## config.mk

```make
export PLATFORM = sky130hd
export DESIGN_NAME = segment_sched_ctrl
export DESIGN_NICKNAME = d
export VERILOG_FILES = /design/src/rtl/segment_sched_ctrl_pkg.sv /design/src/rtl/segment_sched_ctrl_tag_pipe.sv /design/src/rtl/segment_sched_ctrl.sv
export SDC_FILE = /design/constraint.sdc
export NUM_CORES = 2
export LEC_CHECK = 0
export BUFFER_PORTS_ARGS = -buffer_cell sky130_fd_sc_hd__clkbuf_2
export CORE_MARGIN = 3
export CORE_UTILIZATION = 58
export CTS_CLUSTER_DIAMETER = 150
export DETAILED_ROUTE_END_ITERATION = 10
export HOLD_SLACK_MARGIN = 0.12
export PLACE_DENSITY = 0.8
export SYNTH_ARGS = -nofsm -noshare
export SYNTH_HDL_FRONTEND = slang
export SYNTH_SLANG_ARGS = --single-unit
```

## constraint.sdc

```tcl
create_clock -name clk -period 37.1 [get_ports clk]
set_input_delay 7.42 -clock clk [delete_from_list [all_inputs] [get_ports clk]]
set_output_delay 7.42 -clock clk [all_outputs]
set_load 0.01 [all_outputs]
```

## src/rtl/segment_sched_ctrl_pkg.sv

```systemverilog
// Shared definitions for the segment scheduler: FSM states, default sizing
// and reference-table bank selects.
package segment_sched_ctrl_pkg;

  localparam int unsigned NSEG_DEF = 8;
  localparam int unsigned DW_DEF   = 32;
  localparam int unsigned LAT_DEF  = 2;

  localparam logic IF_BANK   = 1'b0;
  localparam logic ELSE_BANK = 1'b1;

  typedef enum logic [1:0] {
    IDLE   = 2'd0,
    ISSUE  = 2'd1,
    DRAIN  = 2'd2,
    OUTPUT = 2'd3
  } state_e;

endpackage

```

## src/rtl/segment_sched_ctrl_tag_pipe.sv

```systemverilog
// seg_tag_pipe: LAT-deep (valid, idx) delay line that travels alongside each
// datapath issue so the returning result can be steered to its buffer slot.
//   clk, reset         : clock, async active-high reset
//   in_valid, in_idx   : tag entering with the issue strobe
//   out_valid, out_idx : tag aligned with the datapath result
//   pending_c          : a tag is still in flight beyond the exiting one
module seg_tag_pipe #(
  parameter int unsigned LAT = 2,
  parameter int unsigned IW  = 3
) (
  input  logic          clk,
  input  logic          reset,
  input  logic          in_valid,
  input  logic [IW-1:0] in_idx,
  output logic          out_valid,
  output logic [IW-1:0] out_idx,
  output logic          pending_c
);

  logic [LAT-1:0] vld;
  logic [IW-1:0]  idx [LAT];

  // Shift register; stage 0 takes the newly issued tag.
  always_ff @(posedge clk or posedge reset) begin
    if (reset) begin
      vld <= '0;
      for (int i = 0; i < int'(LAT); i++) idx[i] <= '0;
    end else begin
      vld[0] <= in_valid;
      idx[0] <= in_idx;
      for (int i = 1; i < int'(LAT); i++) begin
        vld[i] <= vld[i-1];
        idx[i] <= idx[i-1];
      end
    end
  end

  assign out_valid = vld[LAT-1];
  assign out_idx   = idx[LAT-1];

  // Everything except the last stage still needs a cycle to land.
  always_comb begin
    pending_c = in_valid;
    for (int i = 0; i < int'(LAT) - 1; i++) pending_c = pending_c | vld[i];
  end

endmodule

```

## src/rtl/segment_sched_ctrl.sv

```systemverilog
// Segment scheduler: issues NSEG segments of a job to a shared fixed-latency
// if/else datapath, collects results into a buffer, then streams them out.
//   clk, reset                 : clock, async active-high reset
//   tbl_wr/sel/idx/data        : reference table write port (IDLE only)
//   start, cond_word           : job start pulse and condition word
//   busy                       : job in progress
//   dp_issue, dp_*_ref, dp_cond: datapath issue interface
//   dp_result                  : datapath result, LAT cycles after dp_issue
//   res_valid/ready/idx/data   : result stream
module segment_sched_ctrl
  import segment_sched_ctrl_pkg::*;
#(
  parameter int unsigned NSEG = NSEG_DEF,
  parameter int unsigned DW   = DW_DEF,
  parameter int unsigned LAT  = LAT_DEF
) (
  input  logic                     clk,
  input  logic                     reset,
  input  logic                     tbl_wr,
  input  logic                     tbl_sel,
  input  logic [$clog2(NSEG)-1:0]  tbl_idx,
  input  logic [DW-1:0]            tbl_data,
  input  logic                     start,
  input  logic [DW-1:0]            cond_word,
  output logic                     busy,
  output logic                     dp_issue,
  output logic [DW-1:0]            dp_if_ref,
  output logic [DW-1:0]            dp_else_ref,
  output logic [DW-1:0]            dp_cond,
  input  logic [DW-1:0]            dp_result,
  output logic                     res_valid,
  input  logic                     res_ready,
  output logic [$clog2(NSEG)-1:0]  res_idx,
  output logic [DW-1:0]            res_data
);

  localparam int unsigned IW = $clog2(NSEG);

  state_e        state_q, state_d;
  logic [IW-1:0] iss_cnt_q, iss_cnt_d;
  logic [IW-1:0] out_cnt_d;
  logic          issue_d, res_valid_d, cond_ld, tbl_we;
  logic [DW-1:0] if_ref_d, else_ref_d, res_data_d;

  logic [DW-1:0] if_tbl   [NSEG];
  logic [DW-1:0] else_tbl [NSEG];
  logic [DW-1:0] res_buf  [NSEG];

  logic          tag_valid, pending_c;
  logic [IW-1:0] tag_idx;

  seg_tag_pipe #(.LAT(LAT), .IW(IW)) u_tag_pipe (
    .clk       (clk),
    .reset     (reset),
    .in_valid  (dp_issue),
    .in_idx    (iss_cnt_q),
    .out_valid (tag_valid),
    .out_idx   (tag_idx),
    .pending_c (pending_c)
  );

  // Next-state and next-output logic.
  always_comb begin
    state_d     = state_q;
    iss_cnt_d   = iss_cnt_q;
    out_cnt_d   = res_idx;
    issue_d     = 1'b0;
    res_valid_d = res_valid;
    res_data_d  = res_data;
    cond_ld     = 1'b0;
    tbl_we      = 1'b0;
    if_ref_d    = '0;
    else_ref_d  = '0;

    case (state_q)
      IDLE: begin
        tbl_we = tbl_wr;
        if (start) begin
          state_d   = ISSUE;
          iss_cnt_d = '0;
          out_cnt_d = '0;
          issue_d   = 1'b1;
          cond_ld   = 1'b1;
        end
      end
      ISSUE: begin
        if (iss_cnt_q == IW'(NSEG - 1)) begin
          state_d = DRAIN;
        end else begin
          iss_cnt_d = IW'(iss_cnt_q + 1'b1);
          issue_d   = 1'b1;
        end
      end
      DRAIN: begin
        if (!pending_c) begin
          state_d     = OUTPUT;
          out_cnt_d   = '0;
          res_valid_d = 1'b1;
          res_data_d  = res_buf[0];
        end
      end
      OUTPUT: begin
        if (res_valid && res_ready) begin
          if (res_idx == IW'(NSEG - 1)) begin
            state_d     = IDLE;
            res_valid_d = 1'b0;
          end else begin
            out_cnt_d  = IW'(res_idx + 1'b1);
            res_data_d = res_buf[IW'(res_idx + 1'b1)];
          end
        end
      end
      default: state_d = IDLE;
    endcase

    // First segment is loaded on the start edge, so forward a same-cycle table write.
    if (issue_d) begin
      if_ref_d   = (tbl_we && tbl_sel == IF_BANK && tbl_idx == iss_cnt_d)
                   ? tbl_data : if_tbl[iss_cnt_d];
      else_ref_d = (tbl_we && tbl_sel == ELSE_BANK && tbl_idx == iss_cnt_d)
                   ? tbl_data : else_tbl[iss_cnt_d];
    end
  end

  // State, output registers, reference table and result buffer.
  always_ff @(posedge clk or posedge reset) begin
    if (reset) begin
      state_q     <= IDLE;
      iss_cnt_q   <= '0;
      res_idx     <= '0;
      busy        <= 1'b0;
      dp_issue    <= 1'b0;
      dp_if_ref   <= '0;
      dp_else_ref <= '0;
      dp_cond     <= '0;
      res_valid   <= 1'b0;
      res_data    <= '0;
      for (int i = 0; i < int'(NSEG); i++) begin
        if_tbl[i]   <= '0;
        else_tbl[i] <= '0;
        res_buf[i]  <= '0;
      end
    end else begin
      state_q     <= state_d;
      iss_cnt_q   <= iss_cnt_d;
      res_idx     <= out_cnt_d;
      busy        <= (state_d != IDLE);
      dp_issue    <= issue_d;
      dp_if_ref   <= if_ref_d;
      dp_else_ref <= else_ref_d;
      res_valid   <= res_valid_d;
      res_data    <= res_data_d;
      if (cond_ld) dp_cond <= cond_word;
      if (tbl_we) begin
        if (tbl_sel == IF_BANK) if_tbl[tbl_idx]   <= tbl_data;
        else                    else_tbl[tbl_idx] <= tbl_data;
      end
      if (tag_valid) res_buf[tag_idx] <= dp_result;
    end
  end

endmodule

```

; Yosys cells after proc, flatten, opt, wreduce, memory -nomap -nowiden
; Cells that the tools add are included.
[totals]
reg_bits = 915
input_bits = 105
output_inout_bits = 134
[op_classes]
eq_ne = 11
bitwise = 6
muxes = 47
addsub = 2
magnitude_cmp = 6
n_reduce_logical = 16
[ops]
columns = operator, n
row1 = $bwmux 256, 3
row2 = $mux 32, 15
row3 = $bmux 32 s3, 3
row4 = $demux 32 s3, 2
row5 = $pmux 32 s2, 1
row6 = $mux 3, 6
row7 = $ge 4x4->1 const B, 4
row8 = $not 3->4, 4
row9 = $mux 2, 5
row10 = $ne 2x2->1 const B, 5
row11 = $pmux 3 s3, 1
row12 = $lt 4x1->1 const B, 2
row13 = $pmux 2 s4, 1
row14 = $reduce_and 4->1, 2
row15 = $logic_and 1x1->1, 7
row16 = $mux 1, 7
row17 = $add 3x1->3 const B, 2
row18 = $eq 3x3->1 const B, 2
row19 = $pmux 3 s2, 1
row20 = $reduce_and 5->1, 1
row21 = $eq 2x2->1 const B, 2
row22 = $pmux 1 s2, 2
row23 = $reduce_and 2->1, 2
row24 = $reduce_bool 2->1, 2
row25 = 6 further kinds, 6

; Depth between registers and ports, before layout
[logic_depth]
depth_word = 9
depth_mapped = 11

; Modules after synthesis
; Synthesis repeated with hierarchy kept, for this count alone.
[hier_totals]
hier_cells = 2743
area_unflattened_um2 = 40201.1
[modules_own_cells]
columns = module, area_per_inst_um2, seq_area_each_um2, instances, cells_each
row1 = segment_sched_ctrl, 39968.3, 22696.8, 1, 2730
row2 = seg_tag_pipe, 232.7, 200.2, 1, 13

; Worst setup path before layout
; No wires, ideal clock.
[synth_timing]
path_kind = in2reg
startpoint = input port start
endpoint = register dp_else_ref[23]
path_slack_ns = 27.907
stages = 9
required_time_ns = 36.950
n_path_buf = 3
t_arrival_ns = 9.043
cell_sequence = o21bai_4 -> and2_1 -> buf_4 -> or3_1 -> a211o_1 -> buf_2 -> clkbuf_1 -> nor3_1 -> a211oi_2
[synth_via]
elab_chain_cells = 8
elab_cells_between_ends = 12
[synth_lines]
columns = element, line_no
row1 = from (decl), segment_sched_ctrl.sv:23  ; input logic start,
row2 = $mux 3, segment_sched_ctrl.sv:78  ; if (start) begin
row3 = $pmux 3 s2, segment_sched_ctrl.sv:75  ; case (state_q)
row4 = $not 3->4 (not written as such), segment_sched_ctrl.sv:121  ; ? tbl_data : else_tbl[iss_cnt_d];
row5 = $bmux 32 s3, segment_sched_ctrl.sv:121
row6 = $mux 32 (not written as such) (2 in series), segment_sched_ctrl.sv:121
row7 = $mux 32, segment_sched_ctrl.sv:121
row8 = $mux 32 (*), segment_sched_ctrl.sv:117  ; if (issue_d) begin
row9 = via else_ref_d[23], segment_sched_ctrl.sv:43  ; logic [DW-1:0] if_ref_d, else_ref_d, res_data_d;
row10 = to (signal assigned), segment_sched_ctrl.sv:150  ; dp_else_ref <= else_ref_d;
row11 = to (decl), segment_sched_ctrl.sv:28  ; output logic [DW-1:0] dp_else_ref,
; The timed path passes the listed nets; every way through them passes the cells marked *. The select of a mux whose other input is x is not followed.
; A chain may end at the register's enable or synchronous reset.

; Worst setup path after layout
[layout_timing]
startpoint = input port start
endpoint = register dp_else_ref[22]
; Same word-level chain as after synthesis.

==> metrics.txt <==
run status finished, final reports clean; root cell of the clock tree sky130_fd_sc_hd__clkbuf_16; count of flip-flops with a built-in enable after synthesis 0; most frequent cell after synthesis sky130_fd_sc_hd__dfrtp_1; area occupied by multi-input gates 17900 sq um; Post-DP Area 43600 sq um; remaining antenna violation count after routing 0; largest area contributor in the netlist sky130_fd_sc_hd__dfrtp_1; max-cap violations 0; top-area cell type share of the netlist area 54.6%; average cell area after synthesis 13.9 sq um; least setup slack across all paths after layout 26.11 ns; post-detailed-route DRC marker count 0; warnings from Yosys 0; static power due to leakage around 21 nW; clock insertion delay at the later pin of the skew report 0.68 ns; buffer count from post-CTS setup fixing 0; Die Span X 275 um; area used by sequential logic in the layout 22900 sq um; initial standard-cell utilization of the core 59.2%; Nets 3192; Final TNS setup 0 ns; main flop type after synthesis sky130_fd_sc_hd__dfrtp_1; Hold WC Path Type reg2reg; post-CTS sizing 0; Max Fclk approximately 0.091 GHz; setup slack of the most critical reg-to-reg path ~32 ns; final number of hold-violating endpoints 0; worst ir drop on vdd 0.0000728 V; required time worst endpoint 37.59 ns; register bit count reported by yosys 915; share of flip-flops with an asynchronous set or reset 100%; TritonCTS clock tree built; iteration count of the initial detailed-routing pass 5; area inside the core boundary 70900 sq um; Layout Skew 0.0279 ns; top-level I/O count 239; count of input and output buffers 238; clock-pin transition on the worst setup and hold timing paths 0.06 ns; Post-synth top cells 915 x sky130_fd_sc_hd__dfrtp_1, 800 x sky130_fd_sc_hd__mux2_2, 204 x sky130_fd_sc_hd__clkbuf_1, 169 x sky130_fd_sc_hd__o21ai_0, 126 x sky130_fd_sc_hd__mux4_2; Final Instance Count excl. Fillers 4107; post-detailed-routing wire length roughly 110000 um; share of layout cells above drive strength 1 46.9%; DR WL/cell 26.9 um; fraction of the core area covered by cells at the end of the flow 66.1%; TritonCTS sink count 915; post-place setup slack approximately 26 ns; area growth from synthesis to final layout 11.7%; final setup vio count 0; unrepaired setup endpoints after global routing no; quantity of hold-fixing buffers added after cts 0; number of antenna violations at the first check in global routing 3; gr usage total 29.4%; Detailed Route Iter0 Violations ~2800; overall die height roughly 270 um; DR vias/cell 6.66; power density cells around 72 nW/um^2; critical path endpoint category flip-flop; routed vias 27300; placed insts 3929; net count after synthesis around 3100; GR Overflow Total 0; maximum buffer depth of the clock tree 3; minimum clock period 10.99 ns; pin count of the biggest net entering global routing 213; Cells after Synth 3012; number of buffers inserted during clock tree synthesis 93; part of the Yosys area used for sequential elements approximately 55%; largest fanout on the critical path 67; total power 3.39 mW; synthesized cell area approximately 42000 sq um; transition time at the pin with the least slew margin 1.30 ns; standard-cell row count 97; type of the setup path with the least slack in2reg; kind of start point of the critical path input port; post-synthesis cell type count 48; count of H-tree levels built during CTS 3; normalized max-slew margin 12.8%; ranking of synthesized cells by area sky130_fd_sc_hd__dfrtp_1 55%, sky130_fd_sc_hd__mux2_2 21%, sky130_fd_sc_hd__mux4_2 6.8%; Finished Cell Area 46900 sq um; Final HPWL DP 61100 um; wire length of the first global-routing pass 171000 um; Slew Viols, Final 0; arrival time reported for the critical path endpoint ~11 ns; die area ~76000 sq um; Hold Worst Slack around 0.35 ns; routability cong. 0.803; portion of the clock cycle consumed by the worst path in the final layout 29.6%; Filler Cells Inserted 4822; via count of the first global-routing pass 29000
final cells by class:
| type | instances | share of cell area, % |
|---|---|---|
| Antenna cell | 4 | 0.0214 |
| Inverter | 8 | 0.0881 |
| Clock buffer | 139 | 5.98 |
| Clock inverter | 35 | 0.870 |
| Tap cell | 940 | 2.51 |
| Timing Repair Buffer | 292 | 3.46 |
| Multi-Input combinational cell | 1774 | 38.2 |
| Sequential cell | 915 | 48.9 |
where the power goes:
group	leakage [nW]	internal [mW]	switching [mW]
clock network	1.59	0.556	0.405
registers	12.2	1.20	0.133
logic	7.41	0.439	0.658
registers in the layout, indices dropped and copies added (netlist names), 2 cells and up:
name / flops
u_tag_pipe.out_idx: 3
if_tbl: 256
u_tag_pipe.vld: 2
res_idx: 3
dp_cond: 32
res_buf: 256
dp_else_ref: 32
state_q: 2
dp_if_ref: 32
else_tbl: 256
u_tag_pipe.idx: 3
res_data: 32
iss_cnt_q: 3
cell families after synthesis:
family,count (synthesis),synth area share (%)
muxes,1020,30.5
buffers and inverters,323,3.20
DFF,915,54.6
adders and majority gates,3,0.0895
and+or+nand+nor,270,3.13
AOI/OAI and AO/OA,481,8.52
layer usage:
layer,part of all wire (%),track usage (%),up-vias
li1,-,-,11400
met4,3.5,10.7,0
met2,49,48.3,1169
met5,0,0,-
met1,40,39.3,14500
met3,7.1,5.49,258
final timing paths:
path / start / end / cells past startpoint
worst max-delay path: start / dp_else_ref[22] / 11
worst min-delay path: u_tag_pipe.idx[3] / u_tag_pipe.out_idx[0] / 0
worst max register to register: iss_cnt_q[0] / dp_if_ref[28] / 9
worst min register to register: u_tag_pipe.idx[3] / u_tag_pipe.out_idx[0] / 0
max in group asynchronous: reset / res_idx[0] / 5
min in group asynchronous: reset / if_tbl[109] / 2
placed cells by master (no fill, tap or decap), drive strengths merged, types with 5 or more instances in the layout:
cell type and n:
a211oi 74, a21boi 63, a21oi 36, a221oi 62, a32oi 62, and3 7, buf 54, clkbuf 377
clkinv 28, dfrtp 915, inv 10, mux2 800, mux2i 94, mux4 126, nand2 46, nand2b 5
nand3 75, nor2 45, nor3 70, o21ai 174
worst max-delay path, cell delays in order:
cell                       delay, ns
sky130_fd_sc_hd__clkbuf_2       0.15
sky130_fd_sc_hd__o21bai_4       0.06
sky130_fd_sc_hd__buf_4          0.38
sky130_fd_sc_hd__and2_2         0.36
sky130_fd_sc_hd__a21oi_4        0.11
sky130_fd_sc_hd__buf_4          0.55
sky130_fd_sc_hd__clkinv_2       0.96
sky130_fd_sc_hd__buf_4          0.70
sky130_fd_sc_hd__mux4_2         0.39
sky130_fd_sc_hd__mux2i_1        0.21
sky130_fd_sc_hd__a211oi_2       0.10
(Power assumes the default switching activity.)
